File: config.mk
export PLATFORM = sky130hd
export DESIGN_NAME = updi_link_flat
export DESIGN_NICKNAME = d
export VERILOG_FILES = /design/src/rtl/updi_link_pkg.sv /design/src/rtl/updi_link_if.sv /design/src/rtl/updi_link_timeout.sv /design/src/rtl/updi_link.sv /design/src/flat_wrapper.sv
export SDC_FILE = /design/constraint.sdc
export NUM_CORES = 1
export LEC_CHECK = 0
export ABC_AREA = 1
export BUFFER_PORTS_ARGS = -buffer_cell sky130_fd_sc_hd__buf_2
export CORE_ASPECT_RATIO = 1.4
export CORE_MARGIN = 3
export CORE_UTILIZATION = 53
export DETAILED_ROUTE_END_ITERATION = 7
export GPL_TIMING_DRIVEN = 0
export MAX_ROUTING_LAYER = met4
export PLACE_DENSITY = 0.85
export SETUP_SLACK_MARGIN = 0.1
export SYNTH_ARGS = -nofsm -noshare
export SYNTH_HDL_FRONTEND = slang
export SYNTH_HIERARCHICAL = 1
export SYNTH_SLANG_ARGS = --single-unit
File: constraint.sdc
create_clock -name clk -period 2 [get_ports clk]
set_input_delay 0.2 -clock clk [delete_from_list [all_inputs] [get_ports clk]]
set_output_delay 0.2 -clock clk [all_outputs]
set_load 0.02 [all_outputs]
File: src/rtl/updi_link_pkg.sv
// updi_pkg: shared types and constants for the UPDI link-layer controller.
//   UPDI_SYNCH         - synchronisation character sent before every instruction
//   updi_link_state_t  - link controller state encoding
//   updi_link_err_t    - error flag bundle {frame, timeout, echo}
package updi_pkg;

  localparam logic [7:0] UPDI_SYNCH = 8'h55;

  typedef enum logic [2:0] {
    ST_IDLE,
    ST_SYNCH_TX,
    ST_ECHO,
    ST_BYTE_TX,
    ST_RESP,
    ST_BREAK,
    ST_DONE
  } updi_link_state_t;

  typedef struct packed {
    logic frame;
    logic timeout;
    logic echo;
  } updi_link_err_t;

endpackage

File: src/rtl/updi_link_if.sv
// updi_link_if: command-sequencer side of the UPDI link controller.
//   cmd_data/cmd_valid/cmd_last/cmd_resp_len/cmd_ready - instruction byte stream
//   resp_data/resp_valid                              - received response bytes
//   done + echo_err/timeout_err/frame_err             - end-of-transaction status
//   break_req                                         - standalone BREAK request
// modport master: command sequencer; modport slave: updi_link.
interface updi_link_if;
  logic [7:0] cmd_data;
  logic       cmd_valid;
  logic       cmd_last;
  logic [3:0] cmd_resp_len;
  logic       cmd_ready;
  logic [7:0] resp_data;
  logic       resp_valid;
  logic       done;
  logic       echo_err;
  logic       timeout_err;
  logic       frame_err;
  logic       break_req;

  modport master (
    output cmd_data, cmd_valid, cmd_last, cmd_resp_len, break_req,
    input  cmd_ready, resp_data, resp_valid, done, echo_err, timeout_err, frame_err
  );

  modport slave (
    input  cmd_data, cmd_valid, cmd_last, cmd_resp_len, break_req,
    output cmd_ready, resp_data, resp_valid, done, echo_err, timeout_err, frame_err
  );
endinterface

File: src/rtl/updi_link_timeout.sv
// updi_timeout: loadable saturating up-counter.
//   clk, rst (async, active-low)
//   clr      - synchronous clear to zero (highest priority)
//   load     - load load_val
//   en       - count up by one; holds at LIMIT, never wraps
//   expired  - counter equals LIMIT
module updi_timeout #(
  parameter int LIMIT = 65535,
  parameter int CNT_W = (LIMIT < 1) ? 1 : $clog2(LIMIT + 1)
) (
  input  logic             clk,
  input  logic             rst,
  input  logic             clr,
  input  logic             load,
  input  logic [CNT_W-1:0] load_val,
  input  logic             en,
  output logic             expired
);

  localparam logic [CNT_W-1:0] LIMIT_V = CNT_W'(LIMIT);

  logic [CNT_W-1:0] cnt;

  always_ff @(posedge clk or negedge rst) begin
    if (!rst) begin
      cnt <= '0;
    end else if (clr) begin
      cnt <= '0;
    end else if (load) begin
      cnt <= load_val;
    end else if (en && (cnt != LIMIT_V)) begin
      cnt <= cnt + 1'b1;
    end
  end

  assign expired = (cnt == LIMIT_V);

endmodule

File: src/rtl/updi_link.sv
// updi_link: UPDI link-layer controller above the uart byte engine.
// Prefixes each instruction with SYNCH, consumes and checks the echo of every
// transmitted byte, collects response bytes and drives BREAK on faults.
// Ports:
//   clk, rst (async, active-low)
//   cmd            - updi_link_if.slave (sequencer side, response and status)
//   tx_data, transmit_start / transmit_ready - uart transmit side
//   rx_data, rx_data_valid, rx_error          - uart receive side
//   line_break     - forces the tx line low while high
// Build option: UPDI_LINK_ECHO_CHECK_EN enables comparing each echo against
// the transmitted byte; without it echo_err stays 0.
module updi_link
  import updi_pkg::*;
#(
  parameter int RESP_TIMEOUT = 65535,
  parameter int BREAK_CYCLES = 25000
) (
  input  logic       clk,
  input  logic       rst,
  updi_link_if.slave cmd,
  output logic [7:0] tx_data,
  output logic       transmit_start,
  input  logic       transmit_ready,
  input  logic [7:0] rx_data,
  input  logic       rx_data_valid,
  input  logic       rx_error,
  output logic       line_break
);

  updi_link_state_t state, state_nxt;
  updi_link_err_t   err_q, err_set;

  logic [7:0] tx_data_q, resp_data_q;
  logic [3:0] resp_len_q, remain_q;
  logic       start_q, synch_q, last_q;
  logic       resp_valid_q, done_q, line_break_q;
  logic       cmd_ready_c, cmd_hs, synch_start, resp_fire;
  logic       waiting, tmo_expired, brk_expired, echo_bad;

`ifdef UPDI_LINK_ECHO_CHECK_EN
  assign echo_bad = (rx_data != tx_data_q);
`else
  assign echo_bad = 1'b0;
`endif

  assign waiting = (state == ST_ECHO) || (state == ST_RESP);

  // Inter-byte watchdog: restarts on every received byte.
  updi_timeout #(.LIMIT(RESP_TIMEOUT)) u_resp_tmo (
    .clk(clk), .rst(rst), .clr(rx_data_valid || !waiting), .load(1'b0),
    .load_val('0), .en(waiting), .expired(tmo_expired)
  );

  // BREAK duration: expired on the last of BREAK_CYCLES cycles in BREAK.
  updi_timeout #(.LIMIT(BREAK_CYCLES - 1)) u_brk_tmo (
    .clk(clk), .rst(rst), .clr(state != ST_BREAK), .load(1'b0),
    .load_val('0), .en(state == ST_BREAK), .expired(brk_expired)
  );

  always_ff @(posedge clk or negedge rst) begin
    if (!rst) state <= ST_IDLE;
    else      state <= state_nxt;
  end

  always_comb begin
    state_nxt   = state;
    err_set     = '0;
    cmd_ready_c = 1'b0;
    cmd_hs      = 1'b0;
    synch_start = 1'b0;
    resp_fire   = 1'b0;
    case (state)
      ST_IDLE: begin
        if (cmd.cmd_valid)      state_nxt = ST_SYNCH_TX;
        else if (cmd.break_req) state_nxt = ST_BREAK;
      end
      ST_SYNCH_TX: begin
        if (transmit_ready) begin
          synch_start = 1'b1;
          state_nxt   = ST_ECHO;
        end
      end
      ST_BYTE_TX: begin
        cmd_ready_c = transmit_ready && !start_q;
        cmd_hs      = cmd_ready_c && cmd.cmd_valid;
        if (cmd_hs) state_nxt = ST_ECHO;
      end
      ST_ECHO: begin
        if (rx_data_valid) begin
          // A framing error outranks a data mismatch on the same byte.
          if (rx_error) begin
            err_set.frame = 1'b1;
            state_nxt     = ST_BREAK;
          end else if (echo_bad) begin
            err_set.echo = 1'b1;
            state_nxt    = ST_BREAK;
          end else if (synch_q || !last_q) begin
            state_nxt = ST_BYTE_TX;
          end else if (resp_len_q != 4'd0) begin
            state_nxt = ST_RESP;
          end else begin
            state_nxt = ST_DONE;
          end
        end else if (tmo_expired) begin
          err_set.timeout = 1'b1;
          state_nxt       = ST_BREAK;
        end
      end
      ST_RESP: begin
        if (rx_data_valid) begin
          if (rx_error) begin
            err_set.frame = 1'b1;
            state_nxt     = ST_BREAK;
          end else begin
            resp_fire = 1'b1;
            if (remain_q == 4'd1) state_nxt = ST_DONE;
          end
        end else if (tmo_expired) begin
          err_set.timeout = 1'b1;
          state_nxt       = ST_BREAK;
        end
      end
      ST_BREAK: begin
        if (brk_expired) state_nxt = ST_DONE;
      end
      ST_DONE: state_nxt = ST_IDLE;
      default: state_nxt = ST_IDLE;
    endcase
  end

  always_ff @(posedge clk or negedge rst) begin
    if (!rst) begin
      tx_data_q    <= '0;
      resp_data_q  <= '0;
      resp_len_q   <= '0;
      remain_q     <= '0;
      start_q      <= 1'b0;
      synch_q      <= 1'b0;
      last_q       <= 1'b0;
      resp_valid_q <= 1'b0;
      done_q       <= 1'b0;
      line_break_q <= 1'b0;
      err_q        <= '0;
    end else begin
      start_q      <= cmd_hs;
      resp_valid_q <= resp_fire;
      done_q       <= (state == ST_DONE);
      line_break_q <= (state_nxt == ST_BREAK);
      // Flags accumulate through BREAK and clear right after the done strobe.
      err_q        <= done_q ? '0 : (err_q | err_set);
      if ((state == ST_IDLE) && cmd.cmd_valid) begin
        resp_len_q <= cmd.cmd_resp_len;
        tx_data_q  <= UPDI_SYNCH;
        synch_q    <= 1'b1;
      end
      if (cmd_hs) begin
        tx_data_q <= cmd.cmd_data;
        last_q    <= cmd.cmd_last;
        synch_q   <= 1'b0;
      end
      if ((state == ST_ECHO) && (state_nxt == ST_RESP)) remain_q <= resp_len_q;
      if (resp_fire) begin
        resp_data_q <= rx_data;
        remain_q    <= remain_q - 4'd1;
      end
    end
  end

  // SYNCH launches combinationally so it leaves one cycle after cmd_valid.
  assign transmit_start  = synch_start || start_q;
  assign tx_data         = tx_data_q;
  assign line_break      = line_break_q;
  assign cmd.cmd_ready   = cmd_ready_c;
  assign cmd.resp_data   = resp_data_q;
  assign cmd.resp_valid  = resp_valid_q;
  assign cmd.done        = done_q;
  assign cmd.frame_err   = err_q.frame;
  assign cmd.timeout_err = err_q.timeout;
  assign cmd.echo_err    = err_q.echo;

endmodule

File: src/flat_wrapper.sv
// flat-port wrapper written by rule: the top's interface ports become plain ports
module updi_link_flat import updi_pkg::*;
#(
  parameter int RESP_TIMEOUT = 65535,
  parameter int BREAK_CYCLES = 25000
)
  (clk, rst, tx_data, transmit_start, transmit_ready, rx_data, rx_data_valid, rx_error, line_break, cmd_cmd_data, cmd_cmd_valid, cmd_cmd_last, cmd_cmd_resp_len, cmd_break_req, cmd_cmd_ready, cmd_resp_data, cmd_resp_valid, cmd_done, cmd_echo_err, cmd_timeout_err, cmd_frame_err);
  updi_link_if cmd_i ();
  input  logic clk;
  input  logic rst;
  output logic [7:0] tx_data;
  output logic transmit_start;
  input  logic transmit_ready;
  input  logic [7:0] rx_data;
  input  logic rx_data_valid;
  input  logic rx_error;
  output logic line_break;
  input wire logic [$bits(cmd_i.cmd_data)-1:0] cmd_cmd_data;
  input wire logic [$bits(cmd_i.cmd_valid)-1:0] cmd_cmd_valid;
  input wire logic [$bits(cmd_i.cmd_last)-1:0] cmd_cmd_last;
  input wire logic [$bits(cmd_i.cmd_resp_len)-1:0] cmd_cmd_resp_len;
  input wire logic [$bits(cmd_i.break_req)-1:0] cmd_break_req;
  output wire logic [$bits(cmd_i.cmd_ready)-1:0] cmd_cmd_ready;
  output wire logic [$bits(cmd_i.resp_data)-1:0] cmd_resp_data;
  output wire logic [$bits(cmd_i.resp_valid)-1:0] cmd_resp_valid;
  output wire logic [$bits(cmd_i.done)-1:0] cmd_done;
  output wire logic [$bits(cmd_i.echo_err)-1:0] cmd_echo_err;
  output wire logic [$bits(cmd_i.timeout_err)-1:0] cmd_timeout_err;
  output wire logic [$bits(cmd_i.frame_err)-1:0] cmd_frame_err;
  assign cmd_i.cmd_data = cmd_cmd_data;
  assign cmd_i.cmd_valid = cmd_cmd_valid;
  assign cmd_i.cmd_last = cmd_cmd_last;
  assign cmd_i.cmd_resp_len = cmd_cmd_resp_len;
  assign cmd_i.break_req = cmd_break_req;
  assign cmd_cmd_ready = cmd_i.cmd_ready;
  assign cmd_resp_data = cmd_i.resp_data;
  assign cmd_resp_valid = cmd_i.resp_valid;
  assign cmd_done = cmd_i.done;
  assign cmd_echo_err = cmd_i.echo_err;
  assign cmd_timeout_err = cmd_i.timeout_err;
  assign cmd_frame_err = cmd_i.frame_err;
  updi_link #(.RESP_TIMEOUT(RESP_TIMEOUT), .BREAK_CYCLES(BREAK_CYCLES)) u_core (.clk(clk), .rst(rst), .cmd(cmd_i), .tx_data(tx_data), .transmit_start(transmit_start), .transmit_ready(transmit_ready), .rx_data(rx_data), .rx_data_valid(rx_data_valid), .rx_error(rx_error), .line_break(line_break));
endmodule
# Yosys cells after proc, flatten, opt, wreduce, memory -nomap -nowiden

Index checks and enable logic that the tools add are counted.
W data, S select, Z words.

Bits in registers: 67
Output and inout port bits: 24
Bits of input ports: 28
Logic and storage cells: 91

Multiplexer cells: 37
Eq/ne operators: 14
Bitwise gates (word level): 1
Reductions and logical operators: 20
Add/subtract/negate cells: 3

Operators with widths:

| operator                | number |
|---|---|
| $mux W3                 | 13 |
| $mux W16                | 2 |
| $mux W15                | 2 |
| $pmux W3 S6             | 1 |
| $add A16 B1 Y16 const B | 1 |
| $eq A16 B16 Y1 const B  | 1 |
| $mux W8                 | 2 |
| $ne A16 B16 Y1 const B  | 1 |
| $add A15 B1 Y15 const B | 1 |
| $eq A15 B15 Y1 const B  | 1 |
| $eq A3 B3 Y1 const B    | 5 |
| $ne A15 B15 Y1 const B  | 1 |
| $mux W1                 | 13 |
| $mux W4                 | 2 |
| $reduce_bool A2 Y1      | 4 |
| $eq A3 B2 Y1 const B    | 2 |
| $logic_and A1 B1 Y1     | 6 |
| $eq A4 B1 Y1 const B    | 1 |
| $logic_or A1 B1 Y1      | 4 |
| $mux W2                 | 2 |
| $reduce_bool A4 Y1      | 1 |
| $sub A4 B1 Y4 const B   | 1 |
| $eq A3 B1 Y1 const B    | 1 |
| $logic_not A1 Y1        | 3 |
| other kinds (4)         | 4 |

# Depth between registers and ports, before layout

Depth in word-level cells: 10
Depth in mapped cells: 16
Mapped depth without buffers: 16

# Modules after synthesis

Netlist, hierarchy kept.

By module, submodules not included:

| module                           | area an instance (um^2) | instances | cells an instance | sequential area each (um^2) |
|---|---|---|---|---|
| updi_link                        | 1756.7                  | 1         | 201               | 875.8 |
| updi_timeout (u_core.u_resp_tmo) | 1232.4                  | 1         | 193               | 400.4 |
| updi_timeout (u_core.u_brk_tmo)  | 1186.1                  | 1         | 185               | 375.4 |

# Worst setup path after synthesis

No wires, ideal clock.

Kind: register -> register
Start: reg u_core.u_resp_tmo.cnt[0]
End: reg u_core.remain_q[2]
Path slack: 114 ps
Cell stages (with the launch flop): 17
Buffers on the path: 0
Data required time: 1884 ps
Data arrival time: 1770 ps
Cell sequence: dfrtp_1 -> ha_1 -> nand2_2 -> nor2_4 -> nand3_1 -> nor3_1 -> inv_1 -> nand2_1 -> inv_1 -> nand2_1 -> nand3_1 -> nand2_1 -> nand2_4 -> inv_1 -> nand2_2 -> nand3_1 -> nand2_1

Longest elaborated chain between the ends: 7
Elaborated cells on any way between the ends: 8
Those cells by class: eq/ne (2); mux (4); reduce/logical (2)

Ends and longest elaborated chain:

| element                               | line                               | source |
|---|---|---|
| start: declaration                    | updi_link_timeout.sv:22            | `logic [CNT_W-1:0] cnt;` |
| start signal: assignment              | updi_link_timeout.sv:30            | `cnt <= load_val;` |
| start signal: assignment              | updi_link_timeout.sv:32            | `cnt <= cnt + 1'b1;` |
| $eq A16 B16 Y1 *                      | updi_link_timeout.sv:36            | `assign expired = (cnt == LIMIT_V);` |
| via u_core.tmo_expired                | updi_link.sv:38                    | `logic waiting, tmo_expired, brk_expired, echo_bad;` |
| $mux W3 *                             | updi_link.sv:104, updi_link.sv:118 |  |
| $mux W3, on equally long branches     | updi_link.sv:110, updi_link.sv:89  |  |
| $pmux W3 S6 *                         | updi_link.sv:72                    | `case (state)` |
| via u_core.state_nxt[1]               | updi_link.sv:30                    | `updi_link_state_t state, state_nxt;` |
| $eq A3 B3 Y1 *                        | updi_link.sv:161                   | `if ((state == ST_ECHO) && (state_nxt == ST_RESP)) remain_q <= resp_len_q;` |
| $logic_and A1 B1 Y1 *                 | updi_link.sv:161                   |  |
| $reduce_bool A2 Y1 (no source line) * | n/a                                |  |
| end signal: assignment                | updi_link.sv:161                   |  |
| end signal: assignment                | updi_link.sv:164                   | `remain_q <= remain_q - 4'd1;` |
| end: declaration                      | updi_link.sv:34                    | `logic [3:0] resp_len_q, remain_q;` |

The timed path passes the listed nets; every way through them passes the cells marked *.
A chain may end at the register's enable or synchronous reset.

# Final worst setup path

Start: reg u_core.u_resp_tmo.cnt[0]
End: reg u_core.remain_q[0]

The elaborated chain is that of the path after synthesis.

==> metrics.yaml <==
status:
  outcome: "complete, no violations"
final_layout:
  layoutNonFillerInstCount: 791
  multi_input_area_um2: 2434
  fill_cells: 598
  num_antenna_cells: 0
  final_cell_area_um2: 5161
  regArea_um2: 1654
  drive_gt1_frac: 0.2406
  area_growth_pct: 23.61
  num-nets-final: 721
placement:
  dpl.cell_count: 760
  placed_area_um2: 4677
  gp_congestion: 0.8942
  port_buffers: 50
  dp_hpwl_mm: 7.111
detailed_routing:
  firstDrtPassIters: 5
  routed_via_density: 5.252
  drt-initial-drc-count: 328
  drc: 0
  post_drt_wl_per_cell_um: 12.96
  route.vias.total: 4154
  wl_mm: 10.25
  drtAntennaViolNets: 0
clocking:
  cts.reportedPaths.clkPinSlew_ns: 0.08
  clock_latency_ns: 0.35
  cts_root_buf: "clkbuf_8"
  cts_tree: "built"
  cts_made_buffers: 9
  cts_sinks: 66
  h-tree-depth: 3
  cts_buffer_depth: 2
yosys:
  synthCells: 579
  ys_ff_latch: 66
  synth_seq_area_share: 0.3956
  synth.distinct_cells: 43
  syn_area_um2: 4175
  syn_area_per_cell_um2: 7.211
  yosysWarnings: 6
pwr:
  p_leak_nw: 2.672
  power_frac_clock: 0.268
  p_comb_frac: 0.379
  p_int_mw: 3.423
  p_sw_frac: 0.3887
  p_per_area_nw_per_um2: 1085
  switchingPower_mw: 2.176
  ir_drop_mv: 0.7432
  p_seq_frac: 0.353
floorplanning:
  io_pins: 52
  initial_core_util: 0.5567
  die_x_um: 81.02
  num_rows: 37
  core_area_um2: 7500
  dieArea_um2: 8994
  dieHeight_um: 111.0
global_route:
  grt_max_degree: 67
  grt_use_total: 0.2508
  grt_pass1_vias: 4098
  grt_pass1_wl_mm: 17.59
  antenna_found_initial: 0
  grt.overflow.total: 0
sta:
  finalCriticalPeriod_ns: 1.931
  finalClockSkew_ns: 0.01030
  worst_pin_slew_ns: 0.8236
  fin_crit_sh: 0.9657
  slew_headroom: 0.4510
  setup_viol_count_final: 0
  max_freq_mhz: 517.8
  hold_viol_final: 0
  rsz0062_at_grt: "yes"
  finalMaxSlewViolations: 0
setup_path:
  start_kind: "flop"
  cp_data_required_time_ns: 2.29
  crit_path_end_kind: "flop"
  cp_max_fo: 4
  crit_arrival_ns: 2.22
  critPathKind: "reg2reg"
worst_hold_path:
  hold_class: "in2reg"
flow_run:
  cap_viol_max_count: 0
## cell type report
| class | instances | area share |
|---|---|---|
| clock inverters | 6 | 0.02667 |
| inverters | 56 | 0.04073 |
| well taps | 97 | 0.02352 |
| multi-input cells | 475 | 0.4715 |
| repair buffers | 65 | 0.07127 |
| clock buffers | 10 | 0.02473 |
| flip-flops and latches | 66 | 0.3205 |
| plain buffers | 16 | 0.02109 |
## Yosys cell counts
cell      instances  area [um2]
dfrtp_1          66        1652
inv_2             9       33.78
buf_6             3       33.78
nand3b_1          1       7.510
nand4_1          12       75.07
o22a_1            4       35.03
ha_1              4       50.05
xor2_1            5       43.79
xnor2_1           2       17.52
buf_1             1       3.750
a21oi_1           4       20.02
clkinv_1          3       11.26
buf_4             5       37.54
o21bai_1          4       30.03
a21oi_4           1       16.27
nor2_2           10       62.56
a22o_1            4       35.03
conb_1            1       3.750
buf_2             2       10.01
or2_1             1       6.260
o21bai_4          1       18.77
nand3_1          70       350.3
nor2_8            1       20.02
o21ai_0          20       100.1
and2_2            1       7.510
nand2_4           2       22.52
o22ai_1           1       6.260
nand2_1         205       769.5
a21oi_2           2       17.52
o21ai_1           6       30.03
or2_2             1       6.260
o21ai_4           1       16.27
clkbuf_1          5       18.77
nor2_1           39       146.4
a31oi_1           6       37.54
nor3_1            3       15.01
or2_0             1       6.260
nor2_4            6       67.56
nand3_2           6       60.06
mux2i_1           2       20.02
o211ai_1          1       7.510
nand2_2          13       81.33
inv_1            44       165.2
## kinds of logic (layout without fill, tap and decap cells)
| kind of cell | after synthesis | in the layout | synth area share |
|---|---|---|---|
| and+or+nand+nor | 372 | 372 | 0.4082 |
| buffers and inverters | 72 | 153 | 0.07522 |
| DFF | 66 | 66 | 0.3956 |
| AOI/OAI and AO/OA | 55 | 55 | 0.08871 |
| xor gates and xnor gates | 7 | 7 | 0.01468 |
| adders and majority gates | 4 | 4 | 0.01199 |
| muxes | 2 | 2 | 0.004795 |
| other | 1 | 35 | 0.0008981 |
## metrics by stage
stage                     TNS [ns]  setup WS, ns  hold slack, ns  power, mW  utilization
final                            0       0.06860         0.03535      5.600       0.6882
after global routing       -0.3606      -0.06385         0.03083      5.949       0.6882
after CTS                        0       0.08067         0.02348      5.530       0.6777
after detailed placement    -3.175       -0.2398          0.3624      3.928       0.6236
after global placement      -2.597       -0.2029          0.3945      3.848       0.6233
after floorplan                  0        0.1139        -0.09559      3.377            -
## layout by cell type, fill, tap and decap left out, types with 2 or more instances in the layout
cell type,instances
nand4_1,12
o22a_1,4
buf_2,51
xor2_1,5
clkbuf_1,4
o21ai_1,6
xnor2_1,2
nand2_4,4
nand2_1,199
a31oi_1,6
a21oi_1,4
dfrtp_2,2
nor2_1,37
nand3_2,13
dfrtp_1,64
a22o_1,4
ha_1,2
o21ai_0,20
bufinv_16,4
o21bai_1,4
a21oi_2,2
conb_1,35
clkbuf_8,9
nor3_1,2
nand3_1,63
nand2_2,17
inv_2,11
nor2_2,11
buf_4,20
inv_1,42
nor2_4,7
mux2i_1,2
buf_6,3
clkinv_1,3
## timing repair
| action | 4_1_cts | 5_1_grt |
|---|---|---|
| pin swaps | 13 | 9 |
| endpoints found under the hold margin | 66 | 0 |
| resized for setup | 19 | 12 |
| endpoints found under the setup margin | 22 | 29 |
| hold buffers | 1 | 0 |
| setup buffers | 7 | 7 |
## power groups by stage
stage          clock (mW)  sequential, mW  combinational (mW)
4_1_cts              1.52            1.97                2.04
2_1_floorplan           0            2.13                1.25
3_5_place_dp            0            1.98                1.95
3_3_place_gp            0            1.97                1.88
6_report             1.50            1.98                2.12
5_1_grt              1.57            2.03                2.35
## registers in the layout, indices dropped and copies added, names as in the netlist, 3 cells and up
signal                 count
u_core/cmd.resp_data       8
u_core/resp_len_q          4
u_core/tx_data             8
u_core/u_brk_tmo/cnt      15
u_core/u_resp_tmo/cnt     16
u_core/state               3
u_core/remain_q            4
## routing by layer
layer  share of wire  vias up  GRT usage
met5               0        -          -
met3           0.056       27    0.04878
met1            0.40     1923     0.2731
li1                -     2057          -
met2            0.53      147     0.4306
met4           0.019        0     0.1139
## path summary, 6_finish.rpt
kind,startpoint,to,slack (ns),depth (start not counted)
max,u_core/u_resp_tmo/cnt[0],u_core/remain_q[0],0.07,15
min,cmd_cmd_resp_len[1],u_core/resp_len_q[1],0.04,3
max reg2reg,u_core/u_resp_tmo/cnt[0],u_core/remain_q[0],0.07,15
min reg2reg,u_core/cmd.done,u_core/cmd.frame_err,0.47,1
max in group asynchronous,rst,u_core/u_resp_tmo/cnt[8],0.94,2
min in group asynchronous,rst,u_core/u_resp_tmo/cnt[5],0.49,2
## worst max-delay path: stages (launching register included)
cell	delay (ns)
dfrtp_1	0.41
ha_4	0.18
nand2_4	0.06
nor2_4	0.11
nand3_2	0.12
nor3_4	0.19
inv_1	0.07
nand2_2	0.10
inv_2	0.04
nand2_2	0.05
nand3_2	0.06
nand2_2	0.08
nand2_4	0.06
o21bai_4	0.18
nand2_1	0.10
nand2_2	0.06
(Power assumes the default switching activity.)
